===== config.mk =====
export PLATFORM = sky130hd
export DESIGN_NAME = sipo_capture_flat
export DESIGN_NICKNAME = d
export VERILOG_FILES = /design/src/rtl/sipo_pkg.sv /design/src/rtl/sipo_capture_if.sv /design/src/rtl/sipo_bit_counter.sv /design/src/rtl/sipo_capture.sv /design/src/flat_wrapper.sv
export SDC_FILE = /design/constraint.sdc
export NUM_CORES = 1
export LEC_CHECK = 0
export BUFFER_PORTS_ARGS = -buffer_cell sky130_fd_sc_hd__buf_2
export CAP_MARGIN = 0
export CORE_ASPECT_RATIO = 1.1
export CORE_MARGIN = 2
export CORE_UTILIZATION = 45
export CTS_CLUSTER_DIAMETER = 40
export DETAILED_ROUTE_END_ITERATION = 10
export PLACE_DENSITY_LB_ADDON = 0.15
export SLEW_MARGIN = 20
export SYNTH_ARGS = -nofsm -noshare
export SYNTH_HDL_FRONTEND = slang
export SYNTH_SLANG_ARGS = --single-unit

===== constraint.sdc =====
create_clock -name clk -period 1.9 [get_ports clk]
set_input_delay 0.38 -clock clk [delete_from_list [all_inputs] [get_ports clk]]
set_output_delay 0.38 -clock clk [all_outputs]
set_load 0.03 [all_outputs]

===== src/rtl/sipo_pkg.sv =====
// Shared types and constants for the serial-in/parallel-out capture block.
// SIPO_CAPTURE_PARITY_EN appends an even-parity bit to every frame.
package sipo_pkg;

    localparam int unsigned SIPO_WIDTH_DEF = 8;

`ifdef SIPO_CAPTURE_PARITY_EN
    localparam bit SIPO_PARITY = 1'b1;
`else
    localparam bit SIPO_PARITY = 1'b0;
`endif

    typedef enum logic {EMPTY, FULL} buf_state_t;

    // Serial bits per frame: data bits plus the optional parity bit.
    function automatic int unsigned frame_bits(input int unsigned width);
        return width + (SIPO_PARITY ? 1 : 0);
    endfunction

endpackage


===== src/rtl/sipo_capture_if.sv =====
// Serial input and word/consumer handshake bundle for sipo_capture.
interface sipo_capture_if #(
    parameter int unsigned WIDTH = sipo_pkg::SIPO_WIDTH_DEF
);
    logic             sin;
    logic             sin_valid;
    logic             msb_first;
    logic [WIDTH-1:0] word_out;
    logic             word_valid;
    logic             word_ready;
    logic [WIDTH-1:0] LED;
    logic             overrun;
    logic             parity_err;

    modport master (
        output sin, sin_valid, msb_first, word_ready,
        input  word_out, word_valid, LED, overrun, parity_err
    );

    modport slave (
        input  sin, sin_valid, msb_first, word_ready,
        output word_out, word_valid, LED, overrun, parity_err
    );
endinterface


===== src/rtl/sipo_bit_counter.sv =====
// Frame bit counter: counts accepted bits 0..FRAME-1 and wraps on the last one.
module sipo_bit_counter #(
    parameter int unsigned FRAME = 8
) (
    input  logic clk,
    input  logic clear,
    input  logic step,
    output logic first,
    output logic last
);
    localparam int unsigned CW = $clog2(FRAME);

    logic [CW-1:0] count_q, count_d;

    assign first = (count_q == '0);
    assign last  = step && (count_q == CW'(FRAME - 1));

    always_comb begin
        count_d = count_q;
        if (last) begin
            count_d = '0;
        end else if (step) begin
            count_d = count_q + 1'b1;
        end
    end

    always_ff @(posedge clk) begin
        if (clear) begin
            count_q <= '0;
        end else begin
            count_q <= count_d;
        end
    end
endmodule


===== src/rtl/sipo_capture.sv =====
// Serial-to-parallel word capture with a one-word output buffer and overrun flag.
// Build with SIPO_CAPTURE_PARITY_EN to receive and check a trailing even-parity bit.
module sipo_capture
    import sipo_pkg::*;
#(
    parameter int unsigned WIDTH = SIPO_WIDTH_DEF
) (
    input  logic           clk,
    input  logic           clear,
    sipo_capture_if.slave  bus
);
    localparam int unsigned FRAME = frame_bits(WIDTH);

    buf_state_t       state_q, state_d;
    logic [WIDTH-1:0] sr_q, sr_d;
    logic [WIDTH-1:0] word_q, word_d;
    logic [WIDTH-1:0] led_q, led_d;
    logic             mode_q, mode_d;
    logic             ovr_q, ovr_d;
    logic             first, last;
    logic             mode_eff, take;
    logic [WIDTH-1:0] shift_val, word_new;

    sipo_bit_counter #(
        .FRAME (FRAME)
    ) u_bit_counter (
        .clk   (clk),
        .clear (clear),
        .step  (bus.sin_valid),
        .first (first),
        .last  (last)
    );

    // Bit order is latched from the first bit; later changes only affect the next frame.
    assign mode_eff  = first ? bus.msb_first : mode_q;
    assign shift_val = mode_eff ? {sr_q[WIDTH-2:0], bus.sin} : {bus.sin, sr_q[WIDTH-1:1]};
    assign take      = (state_q == FULL) && bus.word_ready;

    always_comb begin
        mode_d = mode_q;
        if (bus.sin_valid && first) begin
            mode_d = bus.msb_first;
        end
    end

`ifdef SIPO_CAPTURE_PARITY_EN
    logic perr_q, perr_d;

    // The parity bit closes the frame without entering the shift register.
    assign word_new = sr_q;
    always_comb begin
        sr_d = sr_q;
        if (bus.sin_valid && !last) begin
            sr_d = shift_val;
        end
    end
`else
    assign word_new = shift_val;
    always_comb begin
        sr_d = sr_q;
        if (bus.sin_valid) begin
            sr_d = shift_val;
        end
    end
`endif

    always_comb begin
        state_d = state_q;
        word_d  = word_q;
        led_d   = led_q;
        ovr_d   = ovr_q;
`ifdef SIPO_CAPTURE_PARITY_EN
        perr_d  = perr_q;
`endif
        if (take) begin
            led_d   = word_q;
            state_d = EMPTY;
        end
        if (last) begin
            if (state_q == EMPTY || take) begin
                word_d  = word_new;
                state_d = FULL;
`ifdef SIPO_CAPTURE_PARITY_EN
                perr_d  = (^sr_q) ^ bus.sin;
`endif
            end else begin
                ovr_d = 1'b1;
            end
        end
    end

    always_ff @(posedge clk) begin
        if (clear) begin
            state_q <= EMPTY;
            sr_q    <= '0;
            word_q  <= '0;
            led_q   <= '0;
            mode_q  <= 1'b0;
            ovr_q   <= 1'b0;
`ifdef SIPO_CAPTURE_PARITY_EN
            perr_q  <= 1'b0;
`endif
        end else begin
            state_q <= state_d;
            sr_q    <= sr_d;
            word_q  <= word_d;
            led_q   <= led_d;
            mode_q  <= mode_d;
            ovr_q   <= ovr_d;
`ifdef SIPO_CAPTURE_PARITY_EN
            perr_q  <= perr_d;
`endif
        end
    end

    assign bus.word_out   = word_q;
    assign bus.word_valid = (state_q == FULL);
    assign bus.LED        = led_q;
    assign bus.overrun    = ovr_q;
`ifdef SIPO_CAPTURE_PARITY_EN
    assign bus.parity_err = perr_q;
`else
    assign bus.parity_err = 1'b0;
`endif
endmodule


===== src/flat_wrapper.sv =====
// flat-port wrapper written by rule: the top's interface ports become plain ports
module sipo_capture_flat import sipo_pkg::*;
#(
    parameter int unsigned WIDTH = SIPO_WIDTH_DEF
)
  (clk, clear, bus_sin, bus_sin_valid, bus_msb_first, bus_word_ready, bus_word_out, bus_word_valid, bus_LED, bus_overrun, bus_parity_err);
  sipo_capture_if #(.WIDTH(WIDTH)) bus_i ();
  input  logic clk;
  input  logic clear;
  input wire logic [$bits(bus_i.sin)-1:0] bus_sin;
  input wire logic [$bits(bus_i.sin_valid)-1:0] bus_sin_valid;
  input wire logic [$bits(bus_i.msb_first)-1:0] bus_msb_first;
  input wire logic [$bits(bus_i.word_ready)-1:0] bus_word_ready;
  output wire logic [$bits(bus_i.word_out)-1:0] bus_word_out;
  output wire logic [$bits(bus_i.word_valid)-1:0] bus_word_valid;
  output wire logic [$bits(bus_i.LED)-1:0] bus_LED;
  output wire logic [$bits(bus_i.overrun)-1:0] bus_overrun;
  output wire logic [$bits(bus_i.parity_err)-1:0] bus_parity_err;
  assign bus_i.sin = bus_sin;
  assign bus_i.sin_valid = bus_sin_valid;
  assign bus_i.msb_first = bus_msb_first;
  assign bus_i.word_ready = bus_word_ready;
  assign bus_word_out = bus_i.word_out;
  assign bus_word_valid = bus_i.word_valid;
  assign bus_LED = bus_i.LED;
  assign bus_overrun = bus_i.overrun;
  assign bus_parity_err = bus_i.parity_err;
  sipo_capture #(.WIDTH(WIDTH)) u_core (.clk(clk), .clear(clear), .bus(bus_i));
endmodule

# Yosys cells after proc, flatten, opt, wreduce, memory -nomap -nowiden
# Index checks and enable logic that the tools add are counted.
[totals]
regBits = 30
in_bits = 6
out_inout_bits = 19
word_cells = 24
[classes]
muxes = 5
n_reduce_logical = 8
n_bitwise = 2
addsub = 1
n_eq_ne = 1
[ops]
columns = ["op", "n"]
rows = [
  ["$mux W8", 1],
  ["$mux W1", 4],
  ["$reduce_and A2 Y1", 2],
  ["$add A3 B1 Y3 const B", 1],
  ["$eq A3 B3 Y1 const B", 1],
  ["$logic_and A1 B1 Y1", 3],
  ["$logic_not A3 Y1", 1],
  ["$not A1 Y1", 2],
  ["$reduce_or A2 Y1", 1],
  ["$logic_or A1 B1 Y1", 1],
]

# Longest topological paths before layout
# Gate-level depths: netlist of run 1.
[depth]
ltp_word = 4
depth_mapped = 7
depth_no_buf = 6

# By module
# Synthesis of run 1 repeated with hierarchy kept, for this count alone.
[hier_totals]
cells_unflattened = 133
hier_area_um2 = 1224.9
[modules_own_cells]
columns = ["mod", "instances", "cells_each", "area_each_um2"]
rows = [
  ["sipo_capture", 1, 115, 1051.0],
  ["sipo_bit_counter", 1, 18, 173.9],
]

# Worst setup path before layout of run 1
# OpenSTA, ideal clock, no wires.
[synth_path]
path_kind = "reg-to-reg"
start = "reg u_core.u_bit_counter.count_q[0]"
end = "reg u_core.sr_q[7]"
required_time_ns = 1.763
arrival_ns = 1.409
path_slack_ns = 0.354
stages_incl_launch_ff = 7
synth_period_minus_slack_ns = 1.546
setup_ns = 0.137
cell_sequence = "dfxtp_1 -> inv_1 -> ha_1 -> nor2b_4 -> mux2i_4 -> mux2i_1 -> a211oi_1"
[synth_via]
elab_chain_len = 3
[synth_rtl]
columns = ["element", "line_no", "source"]
rows = [
  ["start: declaration", "sipo_bit_counter.sv:13", "logic [CW-1:0] count_q, count_d;"],
  ["start signal: assignment", "sipo_bit_counter.sv:31", "count_q <= count_d;"],
  ["$logic_not A3 Y1", "sipo_bit_counter.sv:15", "assign first = (count_q == '0);"],
  ["$mux W1", "sipo_capture.sv:35", "assign mode_eff = first ? bus.msb_first : mode_q;"],
  ["$mux W8", "sipo_capture.sv:36", "assign shift_val = mode_eff ? {sr_q[WIDTH-2:0], bus.sin} : {bus.sin, sr_q[WIDTH-1:1]};"],
  ["end signal: assignment", "sipo_capture.sv:105", "sr_q <= sr_d;"],
  ["end: declaration", "sipo_capture.sv:15", "logic [WIDTH-1:0] sr_q, sr_d;"],
]
# Every way passes these cells.
# A chain may end at the register's enable or synchronous reset.

# Worst setup path after layout of run 1
[layout_path]
start = "reg u_core.u_bit_counter.count_q[0]"
end = "reg u_core.word_q[3], in the netlist u_core.bus.word_out[3]"
[layout_via]
elab_chain_len = 3
[layout_rtl]
columns = ["element", "line_no", "source"]
rows = [
  ["$logic_not A3 Y1 / $eq A3 B3 Y1 (equally long branches)", "sipo_bit_counter.sv:15, sipo_bit_counter.sv:16", ""],
  ["$mux W1 / $logic_and A1 B1 Y1 (equally long branches)", "sipo_capture.sv:35, sipo_bit_counter.sv:16", ""],
  ["$mux W8 / $reduce_and A2 Y1 (equally long branches)", "-", ""],
  ["end signal: assignment", "sipo_capture.sv:106", "word_q <= word_d;"],
  ["end: declaration", "sipo_capture.sv:16", "logic [WIDTH-1:0] word_q, word_d;"],
]
# Several ways; a longest one is shown, not always the timed one.

==> metrics.txt, run 1 <==
status=finished clean; min setup slack post-route=slightly below 0.08 ns; port buffer count=23; fmax=~550 MHz; post-detail-place hpwl=roughly 1.7 mm; CP cell instances=inv_1 > ha_1 > nor2b_4 > mux2i_4 > buf_4 > mux2i_2 > a211oi_1; Netlist cell types=22; Slew Viols, Final=0; minimum clock period=approximately 1.8 ns; Worst Skew=roughly 0.014 ns; hold depth=3; Worst Tran Pin Value=around 0.52 ns; chip width=~54 um; Sequential Power Share=0.457; max incr delay on CP=0.44 ns; Clock Power Share=0.460; row count=19; TritonCTS Buffers=5; Logic pwr share=0.083; remaining global-route overflow=0; post-detailed-route count of antenna-violating nets=0; DR vias=just under 1k; die area=roughly 0.0031 mm^2; #FFs+latches synth=30; clock slew at reported path FFs=about 0.10 ns; Yosys Warn Count=0; adder-cell area share of the yosys netlist=0.0308; reg2reg start=u_core.u_bit_counter.count_q[0]$_SDFFE_PP0P_; area of the mapped netlist=between 0.001 and 0.0015 mm^2; global-route wire length before repair=3.84 mm; sequential element share of the synthesized area=0.493; clock latency at the later pin of the worst-skew pair=about 0.33 ns; VDD IR-drop max=0.868 mV; Sw Ratio=0.208; Placer Congestion=0.807; Critical Path Start Type=flop; Initial Utilization=0.479; Syn Nets=approximately 140; deepest level of the CTS H-tree=2; layout cells sized above 1=0.253; GRT Util Overall=0.172; Layout area overhead=20.5%; Synth Area in Simple Gates=0.178; Main synth FF type=dfxtp_1; CTS sink cnt=30; Psw=around 300 uW; RSZ-0062 raised after global routing=yes; Hold Vio Cnt, Final=0; Critical Path Start=u_core.u_bit_counter.count_q[0]$_SDFFE_PP0P_; clock root cell=clkbuf_4; Max Cap Viol=0; First DRT Iteration DRCs=12; WHS=approximately 0.38 ns; Mapped Cells=roughly 130; area fraction in compound gates after synthesis=0.154; PD cells=about 980 mW/mm^2; Internal=1140 uW; die height=between 50 and 60 um; WP data arrival=2.02 ns; Clock Path Buffers=2; crit end category=flop; multiplexer share of the synthesized area=0.0924; LEAKAGE=0.000619 uW; kind of critical path=reg2reg; final wirelength=around 2.3 mm; main combinational cell family by area after synthesis=simple AND/OR/NAND/NOR gates; Setup Viol. Count Final=0; slew margin rel.=0.652; most common cell after layout, fill and taps aside=dfxtp_1; Avg Vias per Cell=5.10; nets@finish=166; HP Class=in2reg; wire per inst=around 12 um; final period utilization=0.958; initial antenna violation count=0; hold_buf cts=0; Worst R2R Path Depth=7; vias in the first global route=slightly below 900; commonest non-fill, non-tap cells in the layout=dfxtp_1, buf_2, nor2_1, a211oi_1, nand2_1; syn_area_per_cell=between 9 and 10 um^2; Worst Path Max Fanout=8; diode count=0; Async SR Flop Fraction=0; Post-synth EDFFs=0; DRT Pass-1 Iters=4; Remaining DRCs=0; Crit path required time=2.10 ns; # IOs=25; largest net degree at the start of global routing=31; worst slack at placement=about 0.17 ns; TritonCTS clock tree=done; CORE AREA=roughly 0.0025 mm^2; slowest stage cell, crit path=mux2i_4; XOR/XNOR Fraction of Synth Area=0; HP Start=bus_msb_first
cell usage after synthesis (2+ instances only):
| library cell | count | share of area |
|---|---|---|
| nor2_1 | 20 | 0.062 |
| inv_1 | 2 | 0.0062 |
| nor2b_1 | 2 | 0.010 |
| a21oi_1 | 11 | 0.045 |
| mux2i_1 | 9 | 0.074 |
| a211oi_1 | 16 | 0.099 |
| dfxtp_1 | 30 | 0.49 |
| ha_1 | 3 | 0.031 |
| nand3_1 | 9 | 0.037 |
| clkbuf_1 | 5 | 0.015 |
| buf_2 | 3 | 0.012 |
| nand2_1 | 13 | 0.040 |
flip-flops by register name (all words and copies together), names as in the netlist:
name,flops
u_core.bus.overrun,1
u_core.sr_q,8
u_core.bus.word_out,8
u_core.mode_q,1
u_core.u_bit_counter.count_q,3
u_core.bus.LED,8
u_core.bus.word_valid,1
final cells by class:
class | instances | area (um^2)
Timing Repair Buffer | 27 | 145
Multi-Input combinational cell | 91 | 566
Sequential cell | 30 | 601
Inverter | 2 | 7.51
Clock inverter | 2 | 60.1
Fill cell | 236 | 1070
Tap cell | 31 | 38.8
Clock buffer | 6 | 51.3
path summary, 6_finish.rpt:
kind | endpoint | slack [ns]
hold reg to reg | u_core.bus.LED[6]$_SDFFE_PP0P_ | 0.46
hold / removal | u_core.mode_q$_SDFFE_PP0P_ | 0.38
setup / recovery | u_core.bus.word_out[3]$_SDFFE_PP0P_ | 0.08
setup reg to reg | u_core.bus.word_out[3]$_SDFFE_PP0P_ | 0.08
through the flow:
step | total power [uW] | cell area, um^2 | std cells | setup TNS, ns | util
after global placement | 781 | 1340 | 180 | 0 | 0.528
after CTS | 1450 | 1450 | 188 | 0 | 0.572
final | 1440 | 1470 | 189 | 0 | 0.577
after floorplan | 762 | 1220 | 133 | 0 | -
after detailed placement | 784 | 1340 | 180 | 0 | 0.528
after global routing | 1500 | 1470 | 189 | -0.0478 | 0.577
power by group through the flow:
| stage | registers, uW | clock network, uW | logic [uW] |
|---|---|---|---|
| 2_1_floorplan | 670 | 0 | 91.9 |
| 3_3_place_gp | 673 | 0 | 108 |
| 3_5_place_dp | 674 | 0 | 111 |
| 4_1_cts | 659 | 678 | 113 |
| 5_1_grt | 663 | 702 | 132 |
| 6_report | 660 | 665 | 120 |
worst max-delay path: cells and delay by family, from the launching register on:
kind | cells | cell delay, ns
buf+inv | 2 | 0.26
compound gates | 1 | 0.09
flops | 1 | 0.34
fa+ha+maj | 1 | 0.15
simple gates | 1 | 0.21
mux | 2 | 0.65
logic make-up after synthesis:
| logic type | Yosys count |
|---|---|
| AND/OR/NAND/NOR | 48 |
| flip-flops | 30 |
| AO/OA/AOI/OAI | 29 |
| buffers and inverters | 12 |
| multiplexers | 10 |
| adder cells (fa/ha/maj) | 3 |
| other | 1 |
routing by layer:
layer  track usage  vias to the layer above  part of all wire
li1              -                      505                 -
met1         0.220                      430              0.48
met2         0.256                       24              0.46
met3        0.0685                        4             0.057
met4        0.0696                        0             0.010
met5             0                        -                 0
timing repair:
| item | in CTS | in global routing |
|---|---|---|
| gates resized for setup | 0 | 2 |
| endpoints found under the setup margin | 0 | 3 |
| setup buffers | 0 | 1 |
(Power assumes the default switching activity.)
==> run 2: changes to the inputs <==
PLACE_DENSITY_LB_ADDON = 0.05   (was 0.15)
==> metrics.txt, run 2 (same netlist as run 1, synthesis figures left out) <==
Placed Instance Area=0.00134 mm^2 (unchanged); port buffer count=23 (unchanged); post-detail-place hpwl=1.69 mm (was 1.67 mm); PD cells=992 mW/mm^2 (was 984 mW/mm^2); Internal=1140 uW (about the same); Setup Viol. Count Final=0 (unchanged); Logic pwr share=0.077 (was 0.083); Clock Power Share=0.466 (was 0.460); TritonCTS Buffers=5 (unchanged); layout cells sized above 1=0.236 (was 0.253); WP data arrival=2.01 ns (was 2.02 ns); clock latency at the later pin of the worst-skew pair=0.34 ns (was 0.33 ns); final core area utilization=0.572 (was 0.577); chip width=53.6 um (unchanged); post-detailed-route count of antenna-violating nets=0 (unchanged); Sw Ratio=0.211 (was 0.208); cell family with most CP delay=multiplexers (unchanged); remaining global-route overflow=0 (unchanged); die area=0.00314 mm^2 (unchanged); commonest non-fill, non-tap cells in the layout=dfxtp_1, buf_2, nor2_1, a211oi_1, nand2_1 (unchanged); # IOs=25 (unchanged); kind of critical path=reg2reg (unchanged); global-route wire length before repair=4.30 mm (was 3.84 mm); clock slew at reported path FFs=0.10 ns (about the same); Placer Congestion=0.700 (was 0.807); Clock Path Buffers=2 (unchanged); WHS=0.348 ns (was 0.379 ns); status=finished clean (unchanged); min setup slack post-route=0.130 ns (was 0.0791 ns); Max Cap Viol=0 (unchanged); CP bufs+invs=1 (was 2); final wirelength=2.53 mm (was 2.34 mm); RSZ-0062 raised after global routing=no (was yes); Top Metal Used=met4 (unchanged); Hold Vio Cnt, Final=0 (unchanged); Routed met1 length=1.07 mm (was 1.11 mm); DR vias=1,001 (was 963); CORE AREA=0.00254 mm^2 (unchanged); nets@finish=165 (was 166); First DRT Iteration DRCs=45 (was 12); LEAKAGE=0.000621 uW (was 0.000619 uW); DRT Pass-1 Iters=4 (unchanged); Critical Path Start Type=flop (unchanged); worst slack at placement=0.160 ns (was 0.167 ns); Worst Path Max Fanout=8 (unchanged); diode count=0 (unchanged); Slew Viols, Final=0 (unchanged); Layout area overhead=19.3% (was 20.5%); final instance area=0.00145 mm^2 (was 0.00147 mm^2); Psw=304 uW (was 300 uW); Initial Utilization=0.479 (unchanged); slew margin rel.=0.645 (was 0.652); Worst Tran Pin Value=0.532 ns (was 0.522 ns); die height=58.6 um (unchanged); fmax=565 MHz (was 549 MHz); most common cell after layout, fill and taps aside=dfxtp_1 (unchanged); Remaining DRCs=0 (unchanged); largest net degree at the start of global routing=31 (unchanged); Avg Vias per Cell=5.32 (was 5.10); crit end category=flop (unchanged); CP cell instances=inv_1 > ha_1 > nor2b_4 > mux2i_4 > mux2i_1 > a211oi_1 (was inv_1 > ha_1 > nor2b_4 > mux2i_4 > buf_4 > mux2i_2 > a211oi_1); vias in the first global route=954 (was 870); final period utilization=0.931 (was 0.958); number of gates resized after cts=0 (unchanged); Crit path required time=2.14 ns (was 2.10 ns); VDD IR-drop max=0.636 mV (was 0.868 mV); hold_buf cts=0 (unchanged); CTS sink cnt=30 (unchanged); slowest stage cell, crit path=mux2i_4 (unchanged); GRT Util Overall=0.196 (was 0.172); WL met2=1.27 mm (was 1.07 mm); deepest level of the CTS H-tree=2 (unchanged); wire per inst=13.4 um (was 12.4 um); Final TNS setup=0 ns (unchanged); max incr delay on CP=0.44 ns (about the same); HP Class=in2reg (unchanged); minimum clock period=1.77 ns (was 1.82 ns); initial antenna violation count=0 (unchanged); Sequential Power Share=0.458 (was 0.457); clock root cell=clkbuf_4 (unchanged); # Post-CTS Setup Buffers=0 (unchanged); met3 routed WL=125 um (was 132 um); TritonCTS clock tree=done (unchanged); row count=19 (unchanged); Worst Skew=0.0152 ns (was 0.0136 ns)
run 2: tightest hold or removal path, stage by stage:
cell     delay [ns]
buf_2          0.12
nand3_1        0.08
a21oi_1        0.05
run 2: layout make-up:
| cell class | instances | area, um^2 |
|---|---|---|
| Clock buffer | 6 | 51.3 |
| Clock inverter | 2 | 60.1 |
| Fill cell | 247 | 1090 |
| Inverter | 2 | 7.51 |
| Multi-Input combinational cell | 91 | 558 |
| Sequential cell | 30 | 601 |
| Tap cell | 31 | 38.8 |
| Timing Repair Buffer | 26 | 138 |
run 2: worst paths after layout:
path | from | endpoint | slack (ns) | cells after the start
worst min-delay path | bus_msb_first | u_core.mode_q$_SDFFE_PP0P_ | 0.35 | 3
worst max register to register | u_core.u_bit_counter.count_q[0]$_SDFFE_PP0P_ | u_core.bus.word_out[2]$_SDFFE_PP0P_ | 0.13 | 6
worst min register to register | u_core.bus.LED[0]$_SDFFE_PP0P_ | u_core.bus.LED[0]$_SDFFE_PP0P_ | 0.46 | 2
worst max-delay path | u_core.u_bit_counter.count_q[0]$_SDFFE_PP0P_ | u_core.bus.word_out[2]$_SDFFE_PP0P_ | 0.13 | 6
run 2: metal layers:
| layer | vias up | global-route usage |
|---|---|---|
| li1 | 505 | - |
| met1 | 464 | 0.230 |
| met2 | 27 | 0.305 |
| met3 | 5 | 0.0761 |
| met4 | 0 | 0.103 |
| met5 | - | 0 |
run 2: power groups by stage:
| stage | Sequential, uW | Clock (uW) | Combinational [uW] |
|---|---|---|---|
| 2_1_floorplan | 670 | 0 | 91.9 |
| 3_3_place_gp | 674 | 0 | 108 |
| 3_5_place_dp | 674 | 0 | 110 |
| 4_1_cts | 660 | 683 | 112 |
| 5_1_grt | 663 | 717 | 125 |
| 6_report | 660 | 672 | 111 |
run 2: through the flow:
| stage | cells | total power [uW] |
|---|---|---|
| after floorplan | 133 | 762 |
| after global placement | 180 | 781 |
| after detailed placement | 180 | 784 |
| after CTS | 188 | 1450 |
| after global routing | 188 | 1500 |
| final | 188 | 1440 |
==> run 3: changes to the inputs <==
ABC_AREA = 1   (was not set)
CTS_BUF_LIST = sky130_fd_sc_hd__clkbuf_8   (was not set)
==> metrics.txt, run 3 <==
TritonCTS clock tree=done (unchanged); Yosys Warn Count=0 (unchanged); Setup Viol. Count Final=0 (unchanged); Main synth FF type=dfxtp_1 (unchanged); TritonCTS Buffers=5 (unchanged); wire per inst=10.2 um (was 13.4 um); cell family with most CP delay=simple AND/OR/NAND/NOR gates (was multiplexers); Critical Path Start Type=flop (unchanged); CORE AREA=0.00280 mm^2 (was 0.00254 mm^2); R2R Setup Slk=0.51 ns (was 0.13 ns); nets@finish=221 (was 165); Worst R2R End=u_core.bus.word_out[0]$_SDFFE_PP0P_ (was u_core.bus.word_out[2]$_SDFFE_PP0P_); remaining global-route overflow=0 (unchanged); deepest level of the CTS H-tree=2 (unchanged); Slew Viols, Final=0 (unchanged); CP bufs+invs=3 (was 1); hold_buf cts=0 (unchanged); Worst R2R Path Depth=9 (was 6); layout cells sized above 1=0.184 (was 0.236); Layout area overhead=14.8% (was 19.3%); post-detailed-route count of antenna-violating nets=0 (unchanged); global-route wire length before repair=4.20 mm (was 4.30 mm); crit end category=flop (unchanged); CP cell instances=ha_1 > ha_1 > nand2_1 > inv_2 > nand2_2 > clkinv_2 > nand3_1 > nand2_1 > inv_1 (was inv_1 > ha_1 > nor2b_4 > mux2i_4 > mux2i_1 > a211oi_1); Async SR Flop Fraction=0 (unchanged); CTS sink cnt=30 (unchanged); worst slack at placement=0.510 ns (was 0.160 ns); min setup slack post-route=0.505 ns (was 0.130 ns); VDD IR-drop max=0.690 mV (was 0.636 mV); Hold Vio Cnt, Final=0 (unchanged); LEAKAGE=0.000797 uW (was 0.000621 uW); DRT Pass-1 Iters=4 (unchanged); die area=0.00344 mm^2 (was 0.00314 mm^2); reg2reg start=u_core.u_bit_counter.count_q[0]$_SDFFE_PP0P_ (unchanged); Worst Skew=0.00480 ns (was 0.0152 ns); chip width=56.1 um (was 53.6 um); final period utilization=0.734 (was 0.931); status=finished clean (unchanged); syn_area_per_cell=7.15 um^2 (was 9.16 um^2); Clock Power Share=0.375 (was 0.466); top-count cell post-synth=nand3_1 (was dfxtp_1); Syn Nets=197 (was 142); minimum clock period=1.39 ns (was 1.77 ns); largest net degree at the start of global routing=29 (was 31); Filler Cell Count=267 (was 247); Remaining DRCs=0 (unchanged); Crit path required time=2.13 ns (was 2.14 ns); GRT Util Overall=0.159 (was 0.196); sequential element share of the synthesized area=0.447 (was 0.493); post-synth top area share=0.447 (was 0.493); Clock Path Buffers=2 (unchanged); fmax=717 MHz (was 565 MHz); # IOs=25 (unchanged); Avg Vias per Cell=4.88 (was 5.32); port buffer count=23 (unchanged); commonest non-fill, non-tap cells in the layout=nand3_1, inv_1, dfxtp_1, nand2_1, nor2_1 (was dfxtp_1, buf_2, nor2_1, a211oi_1, nand2_1); slowest stage cell, crit path=dfxtp_1 (was mux2i_4); Initial Utilization=0.479 (about the same); final core area utilization=0.550 (was 0.572); HP Class=in2reg (unchanged); number of gates resized after cts=0 (unchanged); initial antenna violation count=0 (unchanged); First DRT Iteration DRCs=45 (unchanged); WHS=0.404 ns (was 0.348 ns); area of the mapped netlist=0.00134 mm^2 (was 0.00122 mm^2); Hold EP=u_core.bus.word_valid$_SDFF_PP0_ (was u_core.mode_q$_SDFFE_PP0P_); die height=61.3 um (was 58.6 um); Sw Ratio=0.252 (was 0.211); post-detail-place hpwl=1.81 mm (was 1.69 mm); register area=601 um^2 (unchanged); kind of critical path=reg2reg (unchanged); commonest cells in the netlist=nand3_1, dfxtp_1, inv_1, nand2_1, nor2_1 (was dfxtp_1, nor2_1, a211oi_1, nand2_1, a21oi_1); vias in the first global route=998 (was 954); Worst Path Max Fanout=9 (was 8); clock slew at reported path FFs=0.06 ns (was 0.10 ns); clock latency at the later pin of the worst-skew pair=0.28 ns (was 0.34 ns); most common cell after layout, fill and taps aside=nand3_1 (was dfxtp_1); Final TNS setup=0 ns (unchanged); row count=20 (was 19); max incr delay on CP=0.32 ns (was 0.44 ns); clock root cell=clkbuf_8 (was clkbuf_4); PD cells=808 mW/mm^2 (was 992 mW/mm^2); WP data arrival=1.62 ns (was 2.01 ns); # Post-CTS Setup Buffers=0 (unchanged); RSZ-0062 raised after global routing=no (unchanged); diode count=0 (unchanged); Logic pwr share=0.094 (was 0.077); Max Cap Viol=0 (unchanged); multi-input logic area=571 um^2 (was 558 um^2); DR vias=1,196 (was 1,001); Mapped Cells=188 (was 133); hold depth=3 (unchanged); Internal=932 uW (was 1140 uW); Netlist cell types=17 (was 22); final wirelength=2.50 mm (was 2.53 mm); HP Start=bus_sin_valid (was bus_msb_first); top cells by area, synth=dfxtp_1, nand3_1, inv_1, nand2_1, nor2_1 (was dfxtp_1, a211oi_1, mux2i_1, nor2_1, a21oi_1); Placer Congestion=0.846 (was 0.700); Psw=314 uW (was 304 uW); Sequential Power Share=0.530 (was 0.458); Post-synth EDFFs=0 (unchanged); post-synth top area cell=dfxtp_1 (unchanged); #FFs+latches synth=30 (unchanged)
## run 3: power groups by stage
stage	Sequential [uW]	Combinational [uW]	Clock, uW
after CTS	660	117	486
after floorplan	671	95.9	0
final	661	118	468
after detailed placement	674	117	0
after global routing	663	137	520
after global placement	673	115	0
## run 3: cell type report
type	count	area share
sequential	30	0.389
multi-input combinational	117	0.370
inverter	34	0.0835
timing repair buffer	24	0.0795
clock buffer	5	0.0446
tap	33	0.0268
clock inverter	2	0.00649
## run 3: how the worst max path moves through the flow
| stage | cells after the start | endpoint | start | slack [ns] |
|---|---|---|---|---|
| 6_report | 9 | u_core.bus.word_out[0]$_SDFFE_PP0P_ | u_core.u_bit_counter.count_q[0]$_SDFFE_PP0P_ | 0.51 |
| 5_1_grt | 7 | u_core.bus.word_out[7]$_SDFFE_PP0P_ | u_core.u_bit_counter.count_q[0]$_SDFFE_PP0P_ | 0.35 |
| 4_1_cts | 9 | u_core.bus.word_out[7]$_SDFFE_PP0P_ | u_core.u_bit_counter.count_q[0]$_SDFFE_PP0P_ | 0.50 |
| 3_5_place_dp | 9 | u_core.bus.word_out[3]$_SDFFE_PP0P_ | u_core.u_bit_counter.count_q[0]$_SDFFE_PP0P_ | 0.51 |
| 3_3_place_gp | 9 | u_core.bus.word_out[3]$_SDFFE_PP0P_ | u_core.u_bit_counter.count_q[0]$_SDFFE_PP0P_ | 0.54 |
| 2_1_floorplan | 9 | u_core.bus.word_out[0]$_SDFFE_PP0P_ | u_core.u_bit_counter.count_q[0]$_SDFFE_PP0P_ | 0.65 |
## run 3: cell families (layout without fill, tap and decap cells)
family                   count (synthesis)  count (layout)  share of synthesized area
AO/OA/AOI/OAI                           22              22                     0.0996
flip-flops                              30              30                      0.447
adder cells (fa/ha/maj)                  3               3                     0.0279
other                                    1               1                    0.00279
buffers and inverters                   41              65                      0.128
AND/OR/NAND/NOR                         91              91                      0.294
## run 3: layer usage
metal | routed length, um | track usage | vias up
met3 | 164 | 0.0504 | 2
met5 | 0 | 0 | -
met1 | 1150 | 0.193 | 519
li1 | - | - | 641
met2 | 1170 | 0.257 | 34
met4 | 15 | 0.0816 | 0
## run 3: metrics by stage
| stage | total power, uW | area, um^2 | std cells |
|---|---|---|---|
| global route | 1320 | 1540 | 245 |
| detailed placement | 791 | 1460 | 238 |
| floorplan | 767 | 1340 | 188 |
| CTS | 1260 | 1540 | 245 |
| finish | 1250 | 1540 | 245 |
| global placement | 788 | 1460 | 238 |
## run 3: tightest hold or removal path: cells and delay by family
family          cells  cell delay, ns
compound gates      1            0.06
buf+inv             1            0.10
simple gates        1            0.08
